[src/rtl/write_full_ctrl_pkg.sv]
// Shared FIFO helpers: Gray/binary conversion and default sizing constants.
// Used by both the write-side full controller and the read-side empty controller.
// The conversion functions work on a wide zero-extended vector, so any pointer width up to PTR_MAX works.
package fifo_pkg;

  localparam int FIFO_DEPTH  = 8;
  localparam int SYNC_STAGES = 2;
  localparam int PTR_MAX     = 32;

  // Reflected binary Gray code of a zero-extended pointer.
  function automatic logic [PTR_MAX-1:0] bin2gray(input logic [PTR_MAX-1:0] b);
    return b ^ (b >> 1);
  endfunction

  // Prefix-XOR from the MSB down.
  // Zero upper bits leave the result of a narrower pointer unchanged.
  function automatic logic [PTR_MAX-1:0] gray2bin(input logic [PTR_MAX-1:0] g);
    logic [PTR_MAX-1:0] b;
    b[PTR_MAX-1] = g[PTR_MAX-1];
    for (int i = PTR_MAX - 2; i >= 0; i--) begin
      b[i] = b[i+1] ^ g[i];
    end
    return b;
  endfunction

endpackage

[src/rtl/write_full_ctrl_if.sv]
// Bus between the write-pointer stage / read domain and the write-side full controller.
// Pointers are adr_width+1 bits; the MSB is the wrap bit.
// master drives pointers and requests; slave (the controller) returns status.
interface write_full_ctrl_if
  import fifo_pkg::*;
#(
  parameter int adr_width = $clog2(FIFO_DEPTH)
);

  logic [adr_width:0] write_adr;
  logic               wr_req;
  logic [adr_width:0] rd_ptr_gray;
  logic [adr_width:0] wr_ptr_gray;
  logic               FIFO_full;
  logic               almost_full;
  logic [adr_width:0] wr_level;
  logic               overflow_err;
  logic               ptr_err;

  modport master (
    output write_adr, wr_req, rd_ptr_gray,
    input  wr_ptr_gray, FIFO_full, almost_full, wr_level, overflow_err, ptr_err
  );

  modport slave (
    input  write_adr, wr_req, rd_ptr_gray,
    output wr_ptr_gray, FIFO_full, almost_full, wr_level, overflow_err, ptr_err
  );

endinterface

[src/rtl/write_full_ctrl_ptr_sync.sv]
// Multi-flop synchronizer for a Gray pointer crossing clock domains.
// Latency: 'stages' clock edges from d_i to q_o.
// No backpressure; samples every edge.
module ptr_sync #(
  parameter int width  = 4,
  parameter int stages = 2
) (
  input  logic             clk_i,
  input  logic             reset_i,
  input  logic [width-1:0] d_i,
  output logic [width-1:0] q_o
);

  logic [width-1:0] sync_q [stages];

  // Shift the pointer one flop per edge; all stages clear on reset.
  always_ff @(posedge clk_i or posedge reset_i) begin
    if (reset_i) begin
      for (int i = 0; i < stages; i++) begin
        sync_q[i] <= '0;
      end
    end else begin
      sync_q[0] <= d_i;
      for (int i = 1; i < stages; i++) begin
        sync_q[i] <= sync_q[i-1];
      end
    end
  end

  assign q_o = sync_q[stages-1];

endmodule

[src/rtl/write_full_ctrl.sv]
// Write-domain full/level controller of the async FIFO; exports the Gray write pointer.
// Latency: full/level are combinational on write_adr; reads show up after sync_stages edges.
// Full is pessimistic (never deasserts early); writes while full set sticky overflow_err.
module write_full_ctrl
  import fifo_pkg::*;
#(
  parameter int depth       = FIFO_DEPTH,
  parameter int adr_width   = $clog2(depth),
  parameter int sync_stages = SYNC_STAGES,
  parameter int af_level    = depth - 2
) (
  input  logic               clk_w,
  input  logic               reset,
  write_full_ctrl_if.slave   bus
);

  localparam int             PW     = adr_width + 1;
  localparam logic [PW-1:0]  AF_LVL = PW'(af_level);

  logic [PW-1:0] rd_gray_s;
  logic [PW-1:0] rd_bin_s;
  logic [PW-1:0] rd_gray_q;
  logic [PW-1:0] wr_ptr_gray_q;
  logic [PW-1:0] wr_ptr_gray_d;
  logic [PW-1:0] wr_level_w;
  logic          full_w;
  logic          multi_bit_w;
  logic          chk_en_q;
  logic          overflow_q;
  logic          overflow_d;
  logic          ptr_err_q;
  logic          ptr_err_d;

  ptr_sync #(
    .width  (PW),
    .stages (sync_stages)
  ) u_rd_sync (
    .clk_i   (clk_w),
    .reset_i (reset),
    .d_i     (bus.rd_ptr_gray),
    .q_o     (rd_gray_s)
  );

  // Decode the synchronized read pointer and derive level/full against the write pointer.
  always_comb begin
    rd_bin_s      = PW'(gray2bin(PTR_MAX'(rd_gray_s)));
    wr_level_w    = bus.write_adr - rd_bin_s;
    full_w        = (bus.write_adr[adr_width] != rd_bin_s[adr_width]) &&
                    (bus.write_adr[adr_width-1:0] == rd_bin_s[adr_width-1:0]);
    multi_bit_w   = ($countones(rd_gray_s ^ rd_gray_q) > 1);
    wr_ptr_gray_d = PW'(bin2gray(PTR_MAX'(bus.write_adr)));
    overflow_d    = overflow_q | (bus.wr_req & full_w);
    ptr_err_d     = ptr_err_q | (chk_en_q & multi_bit_w);
  end

  // Registered Gray write pointer, previous read Gray pointer and sticky error flags.
  always_ff @(posedge clk_w or posedge reset) begin
    if (reset) begin
      wr_ptr_gray_q <= '0;
      rd_gray_q     <= '0;
      chk_en_q      <= 1'b0;
      overflow_q    <= 1'b0;
      ptr_err_q     <= 1'b0;
    end else begin
      wr_ptr_gray_q <= wr_ptr_gray_d;
      rd_gray_q     <= rd_gray_s;
      chk_en_q      <= 1'b1;
      overflow_q    <= overflow_d;
      ptr_err_q     <= ptr_err_d;
    end
  end

  // write_adr belongs to a neighbouring block whose reset may be skewed from ours,
  // so status derived from it is forced to zero while reset is held.
  assign bus.FIFO_full    = full_w & ~reset;
  assign bus.wr_level     = reset ? '0 : wr_level_w;
  assign bus.almost_full  = (wr_level_w >= AF_LVL) & ~reset;
  assign bus.wr_ptr_gray  = wr_ptr_gray_q;
  assign bus.overflow_err = overflow_q;
  assign bus.ptr_err      = ptr_err_q;

endmodule

[src/flat_wrapper.sv]
// flat-port wrapper written by rule: the top's interface ports become plain ports
module write_full_ctrl_flat import fifo_pkg::*;
#(
  parameter int depth       = FIFO_DEPTH,
  parameter int adr_width   = $clog2(depth),
  parameter int sync_stages = SYNC_STAGES,
  parameter int af_level    = depth - 2
)
  (clk_w, reset, bus_write_adr, bus_wr_req, bus_rd_ptr_gray, bus_wr_ptr_gray, bus_FIFO_full, bus_almost_full, bus_wr_level, bus_overflow_err, bus_ptr_err);
  write_full_ctrl_if #(.adr_width(adr_width)) bus_i ();
  input  logic clk_w;
  input  logic reset;
  input wire logic [$bits(bus_i.write_adr)-1:0] bus_write_adr;
  input wire logic [$bits(bus_i.wr_req)-1:0] bus_wr_req;
  input wire logic [$bits(bus_i.rd_ptr_gray)-1:0] bus_rd_ptr_gray;
  output wire logic [$bits(bus_i.wr_ptr_gray)-1:0] bus_wr_ptr_gray;
  output wire logic [$bits(bus_i.FIFO_full)-1:0] bus_FIFO_full;
  output wire logic [$bits(bus_i.almost_full)-1:0] bus_almost_full;
  output wire logic [$bits(bus_i.wr_level)-1:0] bus_wr_level;
  output wire logic [$bits(bus_i.overflow_err)-1:0] bus_overflow_err;
  output wire logic [$bits(bus_i.ptr_err)-1:0] bus_ptr_err;
  assign bus_i.write_adr = bus_write_adr;
  assign bus_i.wr_req = bus_wr_req;
  assign bus_i.rd_ptr_gray = bus_rd_ptr_gray;
  assign bus_wr_ptr_gray = bus_i.wr_ptr_gray;
  assign bus_FIFO_full = bus_i.FIFO_full;
  assign bus_almost_full = bus_i.almost_full;
  assign bus_wr_level = bus_i.wr_level;
  assign bus_overflow_err = bus_i.overflow_err;
  assign bus_ptr_err = bus_i.ptr_err;
  write_full_ctrl #(.depth(depth), .adr_width(adr_width), .sync_stages(sync_stages), .af_level(af_level)) u_core (.clk_w(clk_w), .reset(reset), .bus(bus_i));
endmodule
[config.mk]
export PLATFORM = sky130hd
export DESIGN_NAME = write_full_ctrl_flat
export DESIGN_NICKNAME = d
export VERILOG_FILES = /design/src/rtl/write_full_ctrl_pkg.sv /design/src/rtl/write_full_ctrl_if.sv /design/src/rtl/write_full_ctrl_ptr_sync.sv /design/src/rtl/write_full_ctrl.sv /design/src/flat_wrapper.sv
export SDC_FILE = /design/constraint.sdc
export NUM_CORES = 1
export LEC_CHECK = 0
export ABC_AREA = 1
export CAP_MARGIN = 40
export CORE_UTILIZATION = 35
export DETAILED_ROUTE_END_ITERATION = 12
export GPL_TIMING_DRIVEN = 0
export MAX_ROUTING_LAYER = met4
export SKIP_LAST_GASP = 1
export SLEW_MARGIN = 20
export SYNTH_ARGS = -nofsm -noshare
export SYNTH_HDL_FRONTEND = slang
export SYNTH_SLANG_ARGS = --single-unit
[constraint.sdc]
create_clock -name clk_w -period 1.8 [get_ports clk_w]
set_input_delay 0.27 -clock clk_w [delete_from_list [all_inputs] [get_ports clk_w]]
set_output_delay 0.27 -clock clk_w [all_outputs]
set_load 0.005 [all_outputs]
==> results.md, run 1 <==
- Final Slew Violations: 0
- Overflow after GRT: 0
- Commonest non-fill, non-tap cell in the layout: dfrtp_1
- Pwr Total: 0.000955 W
- Setup crit end kind: output pin
- Busiest grt layer: met2
- CTS buffer count: 3
- First-pass GRT wire length: about 2.6 mm
- Maxcap violations: 0
- Setup ws final: -0.682 ns
- Number of global-route vias before repair: 649
- Rows: 17
- Hpwl dp: 1.00 mm
- Max Clock Freq: slightly above 400 MHz
- Kind of critical path: flop to output pin
- Die ar.: 2640 um^2
- DR iter-0 viols: 5
- Clock buffer depth: 2
- Met2 GRT Util: between 20 and 25%
- Violated checks: negative setup slack
- Die height: around 50 um
- Global Route Usage Sum: 13.9%
- Ant. Diodes: 0
- P per Cell Area: roughly 760 nW/um^2
- Routed vias: between 600 and 700
- Rel. slew slack: between 50% and 60%
- Required time of the critical path: between 1.5 and 2 ns
- Sequential share of the synthesized area: between 50% and 60%
- Clk_lat worst skew: 0.29 ns
- Tcrit/Tclk final: 138%
- Vias/cell: 4.34
- Yosys reg bits: 19
- Final min period: between 2 and 2.5 ns
- Initial DRT Pass Iterations: 2
- PortBufs: 22
- Synth cell types: 16
- Fin util: between 50 and 60%
- RSZ-0062 raised after global routing: yes
- Initial antenna violation count: 0
- Buf/Inv on CP: 4
- Met1 Resource Use GR: around 15%
- Status: complete, but fails checks
- Area of the mapped netlist: about 850 um^2
- Initial Utilization: between 30% and 40%
- Critical path launch point type: flop
- Layout Nets: between 100 and 150
- Critical path's slowest cell: dfrtp_1
- Data arrival time of the worst path: ~2.2 ns
- Final hold vios: 0
- Core area: approximately 2300 um^2
- IO Count: 23
- Leak: between 0.6 and 0.7 nW
- Syn_area_per_cell: between 10 and 15 um^2
- Yosys warns: 0
- Worst-path maximum fanout: 4
- Clock Sinks: 19
- Slew at the pin with the worst max-slew slack: roughly 0.75 ns
- Final GP Congestion: around 0.70
- Final setup vio count: 7
- CTS Root Cell: clkbuf_4
- Hold Path Class: flop to flop
- Delay-heaviest family, CP: adder cells
- Met3 usage: 5.65%
- Area Growth Syn to Fin: 47.6%
- Fin Clk Skew: 0.00644 ns
- Layout cells sized above 1: ~33%
- DRC: 0
- Max stage delay on crit path: ~0.44 ns
- Post-Synthesis Cells: 81
- Critical path, cell by cell: inv_2, nand2_2, nand2_2, nand2_2, nand2_2, nand2_2, nand2_2, inv_2, ha_4, fa_2, xnor2_2, buf_4, nand2_1, nand2_1, buf_2
- WL per Instance: 9.85 um
- Most frequent cell on the critical path: nand2_2
- CTS tree: built
- Most frequent cells in the layout: dfrtp_1 (19), clkdlybuf4s50_1 (16), inv_1 (15)
- Clk slew on worst S/H paths: roughly 0.11 ns
- Peak VDD IR: between 500 and 600 uV
- H-tree depth: 1
- Layout fillers: about 210
- Post-route ant nets: 0
- Largest net degree at the start of global routing: 21
- Detailed Route WL: ~1.4 mm
- Die X: roughly 51 um
- Syn Nets: ~100
==> cell type report <==
cell class	instances	area [um^2]	share of cell area [%]
Timing Repair Buffer	31	262	20.8
Inverter	17	63.8	5.07
Clock buffer	3	22.5	1.79
Tap cell	28	35.0	2.79
Clock inverter	1	7.51	0.597
Multi-Input combinational cell	45	392	31.1
Sequential cell	19	475	37.8
==> through the flow <==
| step | instance area [um^2] | std cells | hold WS, ns | setup slack (ns) | TNS (ns) |
|---|---|---|---|---|---|
| after detailed placement | 1120 | 131 | 0.336 | -0.764 | -3.43 |
| after floorplan | 867 | 81 | 0.230 | -0.170 | -0.380 |
| after CTS | 1210 | 142 | 0.362 | -0.671 | -3.06 |
| final | 1260 | 144 | 0.357 | -0.682 | -2.78 |
| after global placement | 1120 | 131 | 0.331 | -0.746 | -3.35 |
| after global routing | 1260 | 144 | 0.369 | -0.835 | -3.83 |
==> layer usage <==
metal  up-vias  part of all wire (%)  wire (um)
met2        16                    51        720
met1       296                    44        620
met3         2                   5.1         72
li1        311                     -          -
met4         0                  0.42          6
met5         -                     0          0
==> state kept, by name, summed over array words and instances (netlist names) <==
| register | cells |
|---|---|
| u_core.rd_gray_q | 4 |
| u_core.chk_en_q | 1 |
| u_core.bus.ptr_err | 1 |
| u_core.u_rd_sync.sync_q | 4 |
| u_core.u_rd_sync.q_o | 4 |
| u_core.bus.wr_ptr_gray | 4 |
| u_core.bus.overflow_err | 1 |
==> worst paths after layout <==
path                                                 startpoint  slack [ns]  cells past startpoint                                  end
max                           u_core.u_rd_sync.q_o[3]$_DFF_PP0_       -0.68                     15                      bus_almost_full
max reg2reg                   u_core.u_rd_sync.q_o[3]$_DFF_PP0_       -0.05                      8         u_core.bus.ptr_err$_DFF_PP0_
min reg2reg                u_core.u_rd_sync.sync_q[5]$_DFF_PP0_        0.36                      0    u_core.u_rd_sync.q_o[1]$_DFF_PP0_
min in group asynchronous                                 reset        0.52                      2    u_core.u_rd_sync.q_o[1]$_DFF_PP0_
max in group asynchronous                                 reset        0.81                      2  u_core.bus.wr_ptr_gray[3]$_DFF_PP0_
min                        u_core.u_rd_sync.sync_q[5]$_DFF_PP0_        0.36                      0    u_core.u_rd_sync.q_o[1]$_DFF_PP0_
==> kinds of logic (layout without fill, tap and decap cells) <==
family	after synthesis	count (layout)	synth area share [%]
adder cells (fa/ha/maj)	7	7	12.0
XOR/XNOR	8	8	8.22
AND/OR/NAND/NOR	26	26	13.9
other	1	1	0.440
AO/OA/AOI/OAI	3	3	2.06
buffers and inverters	17	52	7.49
flip-flops	19	19	55.8
==> report_power, final <==
group / switching [W] / total (W) / internal, W
combinational: 0.000116 / 0.000269 / 0.000153
sequential: 0.0000153 / 0.000473 / 0.000458
clock: 0.000128 / 0.000212 / 0.0000845
==> cell usage after synthesis, drive strengths merged <==
cell type  instances  area share, %
nand3              5            2.9
xnor2              1            1.0
ha                 5            7.3
dfrtp             19             56
nand4              1           0.73
nand2             16            8.5
inv               17            7.5
o21bai             1           0.88
xor2               7            7.2
nor2               4            1.8
conb               1           0.44
fa                 2            4.7
a21oi              1           0.59
o21ai              1           0.59
==> timing repair <==
| action | in CTS | in global routing |
|---|---|---|
| pin swaps | 4 | 8 |
| hold buffers | 0 | 0 |
| setup endpoints to repair | 6 | 7 |
| gates resized for setup | 20 | 13 |
| setup buffers | 7 | 2 |
Note: power is estimated with default switching activity, not from simulation.
==> run 2: changes to the inputs <==
--- a/config.mk
+++ b/config.mk
@@ -7,7 +7,8 @@
 export LEC_CHECK = 0
 export ABC_AREA = 1
 export CAP_MARGIN = 40
-export CORE_UTILIZATION = 35
+export CORE_MARGIN = 2
+export CORE_UTILIZATION = 30
 export DETAILED_ROUTE_END_ITERATION = 12
 export GPL_TIMING_DRIVEN = 0
 export MAX_ROUTING_LAYER = met4
==> constraint.sdc (replaced) <==
create_clock -name clk_w -period 2.4 [get_ports clk_w]
set_input_delay 0.36 -clock clk_w [delete_from_list [all_inputs] [get_ports clk_w]]
set_output_delay 0.36 -clock clk_w [all_outputs]
set_load 0.005 [all_outputs]
==> run 2 against run 1 <==
Against the previous run:
- hold slack improved by 0.0019 ns
- cell area rose by 0.60%
- the flow still finishes with violations (negative setup slack)
- combinational power fell by 22%
- clock skew fell by 0.0052 ns
- first-iteration DRC count rose to 2.6 times the previous value
- flip-flop and latch count did not move
- non-clock buffer count fell by 4
- die area rose by 25%
- via count fell by 3.4%
- critical path depth did not move
- register-to-register slack improved by 0.60 ns
- sequential share of layout area fell by 0.13 points
==> results.md, run 2 (synthesis results as in run 1) <==
- Status: complete, but fails checks
- Violated checks: negative setup slack
- Dpl cells: 134 (+2.3%)
- Layout Nets: 131 (-3.0%)
- WL per Instance: 9.77 um (-0.86%)
- Overflow after GRT: 0 (unchanged)
- Clock Sinks: 19 (unchanged)
- Peak VDD IR: 399 uV (-29%)
- Post-route ant nets: 0 (unchanged)
- DR iter-0 viols: 13 (+8)
- Initial DRT Pass Iterations: 4 (+2)
- Final GP Congestion: 0.798 (+14%)
- RSZ-0062 raised after global routing: yes
- Setup ws final: -0.171 ns (+0.511 ns)
- Most frequent cells in the layout: dfrtp_1 (18), clkdlybuf4s50_1 (16), inv_1 (13)
- Kind of critical path: flop to output pin
- CTS Root Cell: clkbuf_4
- First-pass GRT wire length: 2.55 mm (-2.6%)
- Area Growth Syn to Fin: 48.5%
- Clk_lat worst skew: 0.30 ns (about the same)
- Max Clock Freq: between 300 and 400 MHz
- Tcrit/Tclk final: 107%
- Hold_buf cts: 0 (unchanged)
- Die height: 57.3 um (+12%)
- Initial Utilization: 31.2% (-6.6 points)
- Slew at the pin with the worst max-slew slack: 0.734 ns (-0.0130 ns)
- Hpwl dp: 969 um (-3.5%)
- FF+latch area: 477 um^2 (+0.26%)
- Critical path launch point type: flop
- Die X: 57.3 um (+12%)
- Core area: 2730 um^2 (+21%)
- Rows: 19 (+2)
- Largest net degree at the start of global routing: 21 (unchanged)
- Fin Hold WS: 0.359 ns (+0.00192 ns)
- Maxcap violations: 0 (unchanged)
- Number of global-route vias before repair: 596 (-8.2%)
- Hold Path Class: flop to flop
- Required time of the critical path: 2.04 ns (+0.51 ns)
- Leak: 0.632 nW (-0.48%)
- Finished Layout Cells: 143 (-0.69%)
- Worst-path maximum fanout: 4 (unchanged)
- H-tree depth: 1 (unchanged)
- CTS tree: built
- Rel. slew slack: 51.0% (+0.87 points)
- IO Count: 23 (unchanged)
- Multi-input gate area: 417 um^2 (+6.4%)
- Final Slew Violations: 0 (unchanged)
- Ant. Diodes: 0 (unchanged)
- DRC: 0 (unchanged)
- Initial antenna violation count: 0 (unchanged)
- Routed vias: 604 (-3.4%)
- Commonest non-fill, non-tap cell in the layout: dfrtp_1
- Clk slew on worst S/H paths: 0.11 ns (about the same)
- Layout fillers: 239 (+15%)
- PortBufs: 22 (unchanged)
- P per Cell Area: 579 nW/um^2 (-24%)
- Fin Clk Skew: 0.00126 ns (-0.00518 ns)
- Final setup vio count: 3 (-4)
- Global Route Usage Sum: 10.5% (-3.4 points)
- Detailed Route WL: 1.40 mm (-1.6%)
- CTS buffer count: 3 (unchanged)
- Final min period: 2.57 ns
- Die ar.: 3280 um^2 (+25%)
- Clock buffer depth: 2 (unchanged)
- Setup crit end kind: output pin
- Data arrival time of the worst path: 2.21 ns (about the same)
- Vias/cell: 4.22 (-2.7%)
- Layout cells sized above 1: 33.9% (+1.2 points)
- Final hold vios: 0 (unchanged)
==> run 2: cell count changes in the layout (fill, tap and decap cells not counted), sizes merged <==
cell,delta
dlymetal6s2s,+1
buf,-5
==> run 2: where the power goes <==
part           total (W)  switching (W)  internal, W
sequential      0.000354      0.0000107     0.000344
combinational   0.000209      0.0000929     0.000116
clock           0.000169       0.000106    0.0000635
==> run 2: worst max-delay path, cell delays in order (launching register included) <==
cell,delay [ns]
dfrtp_2,0.45
inv_2,0.07
nand2_2,0.06
nand2_2,0.07
nand2_2,0.06
nand2_2,0.07
nand2_2,0.05
nand2_2,0.05
inv_2,0.04
ha_4,0.15
fa_2,0.34
xnor2_2,0.15
buf_4,0.13
inv_1,0.03
nor2_1,0.07
buf_2,0.12
==> run 2: path summary, 6_finish.rpt <==
kind | to | cells past startpoint | slack [ns] | start
worst max-delay path | bus_wr_level[2] | 15 | -0.17 | u_core.u_rd_sync.q_o[3]$_DFF_PP0_
worst min-delay path | u_core.u_rd_sync.q_o[0]$_DFF_PP0_ | 0 | 0.36 | u_core.u_rd_sync.sync_q[4]$_DFF_PP0_
worst max register to register | u_core.bus.ptr_err$_DFF_PP0_ | 8 | 0.55 | u_core.u_rd_sync.q_o[3]$_DFF_PP0_
worst min register to register | u_core.u_rd_sync.q_o[0]$_DFF_PP0_ | 0 | 0.36 | u_core.u_rd_sync.sync_q[4]$_DFF_PP0_
max in group asynchronous | u_core.u_rd_sync.q_o[3]$_DFF_PP0_ | 2 | 1.24 | reset
min in group asynchronous | u_core.u_rd_sync.q_o[0]$_DFF_PP0_ | 2 | 0.66 | reset
==> run 2: stage by stage <==
stage	power [W]	setup WS, ns	cell area, um^2	setup TNS [ns]	utilization, %
floorplan	0.000443	0.320	852	0	-
global placement	0.000524	-0.292	1110	-0.922	40.6
detailed placement	0.000529	-0.306	1110	-0.980	40.6
CTS	0.000718	-0.286	1210	-0.862	44.4
global route	0.000786	-0.358	1260	-0.881	46.3
finish	0.000733	-0.171	1260	-0.372	46.3
==> run 2: repair_timing <==
item                                    CTS  global route
endpoints found under the setup margin    6             5
setup buffers                             6             1
cloned                                    0             0
resized for setup                        26            15
pin swaps                                11            11
==> run 2: cell type report <==
cell class                      instances  area share (%)
Tap cell                               31            3.07
Clock inverter                          1           0.593
Sequential cell                        19            37.7
Timing Repair Buffer                   27            18.9
Inverter                               17            5.04
Multi-Input combinational cell         45            32.9
Clock buffer                            3            1.78
==> run 2: layer usage <==
metal  global-route usage (%)  wire, um
met3                     3.40        75
met1                     12.7       615
met2                     15.4       661
met4                     5.98        44
met5                        -         0
